### config.mk
export PLATFORM = sky130hd
export DESIGN_NAME = dm_arbiter_flat
export DESIGN_NICKNAME = d
export VERILOG_FILES = /design/src/rtl/dm_arbiter_pkg.sv /design/src/rtl/dm_arbiter_if.sv /design/src/rtl/dm_arbiter_sat_counter.sv /design/src/rtl/dm_arbiter.sv /design/src/flat_wrapper.sv
export SDC_FILE = /design/constraint.sdc
export NUM_CORES = 1
export LEC_CHECK = 0
export ABC_AREA = 1
export ABC_CLOCK_PERIOD_IN_PS = 2600
export BUFFER_PORTS_ARGS = -buffer_cell sky130_fd_sc_hd__buf_2
export CAP_MARGIN = 20
export CELL_PAD_IN_SITES_DETAIL_PLACEMENT = 1
export CELL_PAD_IN_SITES_GLOBAL_PLACEMENT = 1
export CORE_AREA = 2 2 119 121
export CTS_CLUSTER_SIZE = 8
export DETAILED_ROUTE_END_ITERATION = 10
export DIE_AREA = 0 0 121 123
export PLACE_DENSITY = 0.87
export SLEW_MARGIN = 20
export SYNTH_ARGS = -nofsm -noshare
export SYNTH_HDL_FRONTEND = slang
export SYNTH_SLANG_ARGS = --single-unit
### constraint.sdc
create_clock -name clk -period 2.6 [get_ports clk]
set_input_delay 0.52 -clock clk [delete_from_list [all_inputs] [get_ports clk]]
set_output_delay 0.52 -clock clk [all_outputs]
set_load 0.005 [all_outputs]
### src/rtl/dm_arbiter_pkg.sv
// Shared definitions for the data-memory arbiter.
// Contents:
//   dm_type_e   - DMType access-size codes as seen by dm
//   arb_state_e - arbiter ownership state encoding
//   DefAW/DefDW - default address/data widths
package dm_arbiter_pkg;

  localparam int unsigned DefAW = 32;
  localparam int unsigned DefDW = 32;

  typedef enum logic [2:0] {
    DmWord  = 3'b000,
    DmHalf  = 3'b001,
    DmHalfU = 3'b010,
    DmByte  = 3'b011,
    DmByteU = 3'b100
  } dm_type_e;

  // StCpu: pipeline owns dm. StDbg: debug owns dm for exactly one cycle.
  typedef enum logic {
    StCpu = 1'b0,
    StDbg = 1'b1
  } arb_state_e;

endpackage

### src/rtl/dm_arbiter_if.sv
// Bundle of the three port groups around the data-memory arbiter.
// CPU group : cpu_req/we/addr/wdata/type in, cpu_rdata/cpu_stall out
// Debug group: dbg_req/we/addr/wdata/type in, dbg_gnt/rvalid/rdata out
// Memory group: dm_we/type/addr/din out, dm_dout in (combinational read)
// Modports: slave = arbiter side, master = requesters plus memory side.
interface dm_arbiter_if
  import dm_arbiter_pkg::*;
#(
  parameter int unsigned AW = DefAW,
  parameter int unsigned DW = DefDW
) ();

  logic          cpu_req;
  logic          cpu_we;
  logic [AW-1:0] cpu_addr;
  logic [DW-1:0] cpu_wdata;
  dm_type_e      cpu_type;
  logic [DW-1:0] cpu_rdata;
  logic          cpu_stall;

  logic          dbg_req;
  logic          dbg_we;
  logic [AW-1:0] dbg_addr;
  logic [DW-1:0] dbg_wdata;
  dm_type_e      dbg_type;
  logic          dbg_gnt;
  logic          dbg_rvalid;
  logic [DW-1:0] dbg_rdata;

  logic          dm_we;
  dm_type_e      dm_type;
  logic [AW-1:0] dm_addr;
  logic [DW-1:0] dm_din;
  logic [DW-1:0] dm_dout;

  modport slave (
    input  cpu_req, cpu_we, cpu_addr, cpu_wdata, cpu_type,
    output cpu_rdata, cpu_stall,
    input  dbg_req, dbg_we, dbg_addr, dbg_wdata, dbg_type,
    output dbg_gnt, dbg_rvalid, dbg_rdata,
    output dm_we, dm_type, dm_addr, dm_din,
    input  dm_dout
  );

  modport master (
    output cpu_req, cpu_we, cpu_addr, cpu_wdata, cpu_type,
    input  cpu_rdata, cpu_stall,
    output dbg_req, dbg_we, dbg_addr, dbg_wdata, dbg_type,
    input  dbg_gnt, dbg_rvalid, dbg_rdata,
    input  dm_we, dm_type, dm_addr, dm_din,
    output dm_dout
  );

endinterface

### src/rtl/dm_arbiter_sat_counter.sv
// Saturating up-counter with synchronous clear (clear wins over increment).
// Ports:
//   clk  - clock
//   rstn - asynchronous active-low reset, count -> 0
//   inc  - count up by one, holding at MAX
//   clr  - force count to 0
//   cnt  - current count
module dm_arbiter_sat_counter #(
  parameter int unsigned CNT_W = 4,
  parameter int unsigned MAX   = 15
) (
  input  logic             clk,
  input  logic             rstn,
  input  logic             inc,
  input  logic             clr,
  output logic [CNT_W-1:0] cnt
);

  localparam logic [CNT_W-1:0] MaxVal = CNT_W'(MAX);

  logic [CNT_W-1:0] cnt_q, cnt_d;

  always_comb begin
    cnt_d = cnt_q;
    if (clr) begin
      cnt_d = '0;
    end else if (inc && (cnt_q != MaxVal)) begin
      cnt_d = cnt_q + CNT_W'(1);
    end
  end

  always_ff @(posedge clk or negedge rstn) begin
    if (!rstn) begin
      cnt_q <= '0;
    end else begin
      cnt_q <= cnt_d;
    end
  end

  assign cnt = cnt_q;

endmodule

### src/rtl/dm_arbiter.sv
// Shares the single data-memory port between the CPU MEM stage and a debug/loader
// requester. The CPU has priority; debug is granted on an idle CPU cycle or, after
// STARVE_MAX cycles of waiting behind a busy CPU, forcibly for one cycle while the
// CPU is stalled. Debug can own dm at most every second cycle.
// Ports:
//   clk  - clock, all state on rising edge
//   rstn - asynchronous active-low reset
//   bus  - dm_arbiter_if.slave carrying the CPU, debug and dm groups
module dm_arbiter
  import dm_arbiter_pkg::*;
#(
  parameter int unsigned AW         = DefAW,
  parameter int unsigned DW         = DefDW,
  parameter int unsigned STARVE_MAX = 15,
  parameter int unsigned CNT_W      = 4
) (
  input  logic            clk,
  input  logic            rstn,
  dm_arbiter_if.slave     bus
);

  arb_state_e       state_q, state_d;
  logic             is_dbg;
  logic             rd_grant;
  logic             starve_inc, starve_clr;
  logic [CNT_W-1:0] starve_cnt;
  logic             starved;
  logic [AW-1:0]    addr_mux;
  logic [DW-1:0]    din_mux;
  logic             rvalid_q;
  logic [DW-1:0]    rdata_q;

  assign is_dbg  = (state_q == StDbg);
  assign starved = (starve_cnt == CNT_W'(STARVE_MAX));

  always_comb begin
    state_d = StCpu;
    if (!is_dbg && bus.dbg_req && (!bus.cpu_req || starved)) begin
      state_d = StDbg;
    end
  end

  // Count only cycles where debug waits behind a busy CPU; any gap in dbg_req or a
  // grant restarts the wait.
  assign starve_inc = !is_dbg && bus.dbg_req && bus.cpu_req;
  assign starve_clr = !bus.dbg_req || (!is_dbg && (state_d == StDbg));

  dm_arbiter_sat_counter #(
    .CNT_W (CNT_W),
    .MAX   (STARVE_MAX)
  ) u_starve_cnt (
    .clk  (clk),
    .rstn (rstn),
    .inc  (starve_inc),
    .clr  (starve_clr),
    .cnt  (starve_cnt)
  );

  // A debug grant with dbg_req already dropped performs nothing.
  assign rd_grant = is_dbg && bus.dbg_req && !bus.dbg_we;

  always_comb begin
    addr_mux    = is_dbg ? bus.dbg_addr  : bus.cpu_addr;
    din_mux     = is_dbg ? bus.dbg_wdata : bus.cpu_wdata;
    bus.dm_addr = addr_mux;
    bus.dm_din  = din_mux;
    bus.dm_type = is_dbg ? bus.dbg_type : bus.cpu_type;
    // rstn gates the side-effecting strobes so nothing fires while reset is held.
    bus.dm_we   = rstn && (is_dbg ? (bus.dbg_req && bus.dbg_we) : (bus.cpu_req && bus.cpu_we));
    bus.dbg_gnt = rstn && is_dbg && bus.dbg_req;
    bus.cpu_stall  = rstn && is_dbg && bus.cpu_req;
    bus.cpu_rdata  = bus.dm_dout;
    bus.dbg_rvalid = rvalid_q;
    bus.dbg_rdata  = rdata_q;
  end

  always_ff @(posedge clk or negedge rstn) begin
    if (!rstn) begin
      state_q  <= StCpu;
      rvalid_q <= 1'b0;
      rdata_q  <= '0;
    end else begin
      state_q  <= state_d;
      rvalid_q <= rd_grant;
      if (rd_grant) begin
        rdata_q <= bus.dm_dout;
      end
    end
  end

endmodule

### src/flat_wrapper.sv
// flat-port wrapper written by rule: the top's interface ports become plain ports
module dm_arbiter_flat import dm_arbiter_pkg::*;
#(
  parameter int unsigned AW         = DefAW,
  parameter int unsigned DW         = DefDW,
  parameter int unsigned STARVE_MAX = 15,
  parameter int unsigned CNT_W      = 4
)
  (clk, rstn, bus_cpu_req, bus_cpu_we, bus_cpu_addr, bus_cpu_wdata, bus_cpu_type, bus_cpu_rdata, bus_cpu_stall, bus_dbg_req, bus_dbg_we, bus_dbg_addr, bus_dbg_wdata, bus_dbg_type, bus_dbg_gnt, bus_dbg_rvalid, bus_dbg_rdata, bus_dm_we, bus_dm_type, bus_dm_addr, bus_dm_din, bus_dm_dout);
  dm_arbiter_if #(.AW(AW), .DW(DW)) bus_i ();
  input  logic clk;
  input  logic rstn;
  input wire logic [$bits(bus_i.cpu_req)-1:0] bus_cpu_req;
  input wire logic [$bits(bus_i.cpu_we)-1:0] bus_cpu_we;
  input wire logic [$bits(bus_i.cpu_addr)-1:0] bus_cpu_addr;
  input wire logic [$bits(bus_i.cpu_wdata)-1:0] bus_cpu_wdata;
  input wire logic [$bits(bus_i.cpu_type)-1:0] bus_cpu_type;
  output wire logic [$bits(bus_i.cpu_rdata)-1:0] bus_cpu_rdata;
  output wire logic [$bits(bus_i.cpu_stall)-1:0] bus_cpu_stall;
  input wire logic [$bits(bus_i.dbg_req)-1:0] bus_dbg_req;
  input wire logic [$bits(bus_i.dbg_we)-1:0] bus_dbg_we;
  input wire logic [$bits(bus_i.dbg_addr)-1:0] bus_dbg_addr;
  input wire logic [$bits(bus_i.dbg_wdata)-1:0] bus_dbg_wdata;
  input wire logic [$bits(bus_i.dbg_type)-1:0] bus_dbg_type;
  output wire logic [$bits(bus_i.dbg_gnt)-1:0] bus_dbg_gnt;
  output wire logic [$bits(bus_i.dbg_rvalid)-1:0] bus_dbg_rvalid;
  output wire logic [$bits(bus_i.dbg_rdata)-1:0] bus_dbg_rdata;
  output wire logic [$bits(bus_i.dm_we)-1:0] bus_dm_we;
  output wire logic [$bits(bus_i.dm_type)-1:0] bus_dm_type;
  output wire logic [$bits(bus_i.dm_addr)-1:0] bus_dm_addr;
  output wire logic [$bits(bus_i.dm_din)-1:0] bus_dm_din;
  input wire logic [$bits(bus_i.dm_dout)-1:0] bus_dm_dout;
  assign bus_i.cpu_req = bus_cpu_req;
  assign bus_i.cpu_we = bus_cpu_we;
  assign bus_i.cpu_addr = bus_cpu_addr;
  assign bus_i.cpu_wdata = bus_cpu_wdata;
  assign bus_i.cpu_type = bus_cpu_type;
  assign bus_cpu_rdata = bus_i.cpu_rdata;
  assign bus_cpu_stall = bus_i.cpu_stall;
  assign bus_i.dbg_req = bus_dbg_req;
  assign bus_i.dbg_we = bus_dbg_we;
  assign bus_i.dbg_addr = bus_dbg_addr;
  assign bus_i.dbg_wdata = bus_dbg_wdata;
  assign bus_i.dbg_type = bus_dbg_type;
  assign bus_dbg_gnt = bus_i.dbg_gnt;
  assign bus_dbg_rvalid = bus_i.dbg_rvalid;
  assign bus_dbg_rdata = bus_i.dbg_rdata;
  assign bus_dm_we = bus_i.dm_we;
  assign bus_dm_type = bus_i.dm_type;
  assign bus_dm_addr = bus_i.dm_addr;
  assign bus_dm_din = bus_i.dm_din;
  assign bus_i.dm_dout = bus_dm_dout;
  dm_arbiter #(.AW(AW), .DW(DW), .STARVE_MAX(STARVE_MAX), .CNT_W(CNT_W)) u_core (.clk(clk), .rstn(rstn), .bus(bus_i));
endmodule
==> reports/metrics.json <==
{
  "timing.critical_path.arrival": {"value": 1.55, "unit": "ns"},
  "finalInstanceArea": {"value": 0.00419, "unit": "sq mm"},
  "hold_viol_final": {"value": 0},
  "synth-seq-cells": {"value": 38},
  "syn_area_cell": {"value": 6.14, "unit": "sq um"},
  "timing.max_slew.rel_slack": {"value": 66.4, "unit": "%"},
  "top_layer": {"value": "met4"},
  "place_congestion": {"value": 0.733},
  "clock_tree_from_tritoncts": {"value": "built"},
  "die_area": {"value": 0.0149, "unit": "sq mm"},
  "finalSetupViolations": {"value": 0},
  "cts.sinks": {"value": 38},
  "drt_wl_total": {"value": 12.0, "unit": "mm"},
  "hpwlAfterDp": {"value": 9.86, "unit": "mm"},
  "die-height": {"value": 123, "unit": "um"},
  "met3_length": {"value": 1.35, "unit": "mm"},
  "drt-met1-wl": {"value": 4.52, "unit": "mm"},
  "synth_seq_area_share": {"value": 36.2, "unit": "%"},
  "syn_to_final_growth": {"value": 59.4, "unit": "%"},
  "cts_setup_buffers": {"value": 0},
  "place_worst_setup_slack": {"value": 0.780, "unit": "ns"},
  "via_per_inst": {"value": 4.13},
  "grt.overflow.total": {"value": 0},
  "ctsResizeCount": {"value": 0},
  "number_of_port_buffers": {"value": 306},
  "grt.total_usage": {"value": 14.9, "unit": "%"},
  "min_period": {"value": 2.07, "unit": "ns"},
  "clock_tree.root_cell": {"value": "sky130_fd_sc_hd__clkbuf_16"},
  "reg2regPathDepth": {"value": 7},
  "max_root_sink_buffers": {"value": 2},
  "critical_path_class": {"value": "reg2out"},
  "wire_length_of_the_first_global_routing_pass": {"value": 17.5, "unit": "mm"},
  "antenna_found_initial": {"value": 0},
  "setup.worst_path.end_class": {"value": "output pin"},
  "timing.final.ws_setup": {"value": 0.533, "unit": "ns"},
  "critical_path.reg2reg.startpoint": {"value": "u_core.is_dbg"},
  "pwr_density_cell": {"value": 477, "unit": "mW/mm^2"},
  "grt_start_max_net_pins": {"value": 70},
  "tns": {"value": 0, "unit": "ns"},
  "synth_top_area_cell": {"value": "sky130_fd_sc_hd__nand2_1"},
  "outcome": {"value": "completed"},
  "utilization": {"value": 30.8, "unit": "%"},
  "first_global_vias": {"value": 3519},
  "number_of_rows_in_the_core_area": {"value": 43},
  "fraction_of_synthesis_flops_using_an_asynchronous_set_or_reset_pin": {"value": 100, "unit": "%"},
  "drt_iter0_markers": {"value": 70},
  "post_synth_main_area_contributors": {"value": "sky130_fd_sc_hd__nand2_1 45%, sky130_fd_sc_hd__dfrtp_1 36%, sky130_fd_sc_hd__buf_4 11%"},
  "synth.cell_area": {"value": 0.00263, "unit": "sq mm"},
  "drt-pass1-iter-count": {"value": 4},
  "n_antenna_cell": {"value": 0},
  "worst_pin_slew": {"value": 0.504, "unit": "ns"},
  "layout_commonest_cell": {"value": "sky130_fd_sc_hd__nand2_1"},
  "setup_repair_after_global_routing_missed_its_margin": {"value": "false"},
  "ctsHtreeMaxLevel": {"value": 2},
  "number_of_nets_in_the_layout": {"value": 865},
  "post_drt_wl_per_cell": {"value": 13.7, "unit": "um"},
  "core_region_area": {"value": 0.0136, "unit": "sq mm"},
  "path_clk_slew": {"value": 0.06, "unit": "ns"},
  "netlist_instances": {"value": 428},
  "layout.filler_cells": {"value": 1885},
  "antenna_violating_nets_post_route": {"value": 0},
  "drc": {"value": 0},
  "cap_viol_max_count": {"value": 0},
  "timing.reg2reg.setup_slack": {"value": 0.94, "unit": "ns"},
  "max_freq": {"value": 0.484, "unit": "GHz"},
  "clock_latency": {"value": 0.28, "unit": "ns"},
  "ys.flop_type": {"value": "sky130_fd_sc_hd__dfrtp_1"},
  "timing.final.crit_share": {"value": 79.5, "unit": "%"},
  "multi_input_comb_area": {"value": 0.00127, "unit": "sq mm"},
  "start_util": {"value": 19.3, "unit": "%"},
  "worst_ir_drop_vdd": {"value": 0.000339, "unit": "V"},
  "worst_skew": {"value": 0.00170, "unit": "ns"},
  "min_path_type": {"value": "in2async"},
  "synth_cell_type_count": {"value": 16},
  "yosysWarnings": {"value": 0},
  "post_cts_hold_buffer_count": {"value": 0},
  "p_leak": {"value": 2.78, "unit": "nW"},
  "io-pin-count": {"value": 307},
  "capture_point_of_the_worst_reg_to_reg_path": {"value": "u_core.bus.dbg_rdata[31]"},
  "area.sequential": {"value": 952, "unit": "sq um"},
  "syn_nets": {"value": 601},
  "tritoncts.num_buffers": {"value": 5},
  "dpl-instance-area": {"value": 0.00406, "unit": "sq mm"},
  "critPathMaxFanout": {"value": 41},
  "start_kind": {"value": "flip-flop"},
  "met2_wirelength": {"value": 5.87, "unit": "mm"},
  "die-width": {"value": 121, "unit": "um"},
  "final_layout_size_suffix_gt1_share": {"value": 46.4, "unit": "%"},
  "via_count": {"value": 3598},
  "commonest_cells_after_routing_fill_and_taps_aside": {"value": "315 x sky130_fd_sc_hd__nand2_1, 306 x sky130_fd_sc_hd__buf_2, 37 x sky130_fd_sc_hd__dfrtp_1, 5 x sky130_fd_sc_hd__inv_1, 5 x sky130_fd_sc_hd__clkbuf_16"},
  "synth.top_cell.area_share": {"value": 45.0, "unit": "%"},
  "edff_count_synth": {"value": 0},
  "final_max_slew_viol_count": {"value": 0},
  "req_time_crit_path": {"value": 2.08, "unit": "ns"}
}
through the flow:
| stage | cells | total power [mW] | hold WS (ns) |
|---|---|---|---|
| floorplan | 428 | 1.04 | 0.224 |
| global placement | 865 | 1.42 | 0.459 |
| detailed placement | 865 | 1.44 | 0.464 |
| CTS | 872 | 2.04 | 0.370 |
| global route | 872 | 2.14 | 0.394 |
| finish | 872 | 2.00 | 0.346 |
worst max-delay path by stage:
stage	from	endpoint
6_report	u_core.is_dbg	bus_dm_we
5_1_grt	u_core.is_dbg	bus_dm_we
4_1_cts	u_core.is_dbg	bus_dm_we
3_5_place_dp	u_core.is_dbg	bus_dm_we
3_3_place_gp	u_core.is_dbg	bus_dm_we
2_1_floorplan	u_core.is_dbg	bus_dm_addr[18]
critical path, stage by stage, from the launching register on:
cell and delay (ns):
sky130_fd_sc_hd__dfrtp_2 0.42, sky130_fd_sc_hd__inv_2 0.06, sky130_fd_sc_hd__buf_4 0.34, sky130_fd_sc_hd__nand3_1 0.15, sky130_fd_sc_hd__a21oi_1 0.16, sky130_fd_sc_hd__buf_2 0.13
layout make-up:
| type | instances | area share [%] |
|---|---|---|
| clock buffers | 7 | 3.16 |
| well taps | 180 | 5.37 |
| inverters | 8 | 0.836 |
| flip-flops and latches | 38 | 22.7 |
| repair buffers | 310 | 37.6 |
| multi-input cells | 329 | 30.4 |
layer usage:
layer,up-vias,global-route usage [%]
met2,193,27.3
met1,1624,16.1
met3,13,4.98
li1,1768,-
met4,0,4.72
met5,-,0
cells by family after synthesis:
| group | share of synthesized area [%] |
|---|---|
| fa+ha+maj | 0.476 |
| simple gates | 47.2 |
| compound gates | 0.381 |
| buf+inv | 15.5 |
| xor+xnor | 0.333 |
| flops | 36.2 |
cell usage after synthesis, types with 2 or more instances:
cell type and number:
sky130_fd_sc_hd__nand2_4 2, sky130_fd_sc_hd__inv_4 2, sky130_fd_sc_hd__buf_2 9, sky130_fd_sc_hd__inv_1 5
sky130_fd_sc_hd__nand2_1 315, sky130_fd_sc_hd__clkbuf_1 4, sky130_fd_sc_hd__buf_4 37, sky130_fd_sc_hd__nor2_1 4
sky130_fd_sc_hd__a21oi_1 2, sky130_fd_sc_hd__buf_6 3, sky130_fd_sc_hd__nand3_1 3, sky130_fd_sc_hd__dfrtp_1 38
flip-flops by register name, summed over array words and instances, names as in the netlist:
| name | cells |
|---|---|
| u_core.bus.dbg_rdata | 32 |
| u_core.u_starve_cnt.cnt | 4 |
| u_core.bus.dbg_rvalid | 1 |
| u_core.is_dbg | 1 |
where the power goes:
part | internal (mW) | total, mW | switching [mW]
Clock | 0.351 | 0.577 | 0.227
Sequential | 0.698 | 0.760 | 0.0622
Combinational | 0.323 | 0.660 | 0.338
Power figures use the tool's default switching activity.
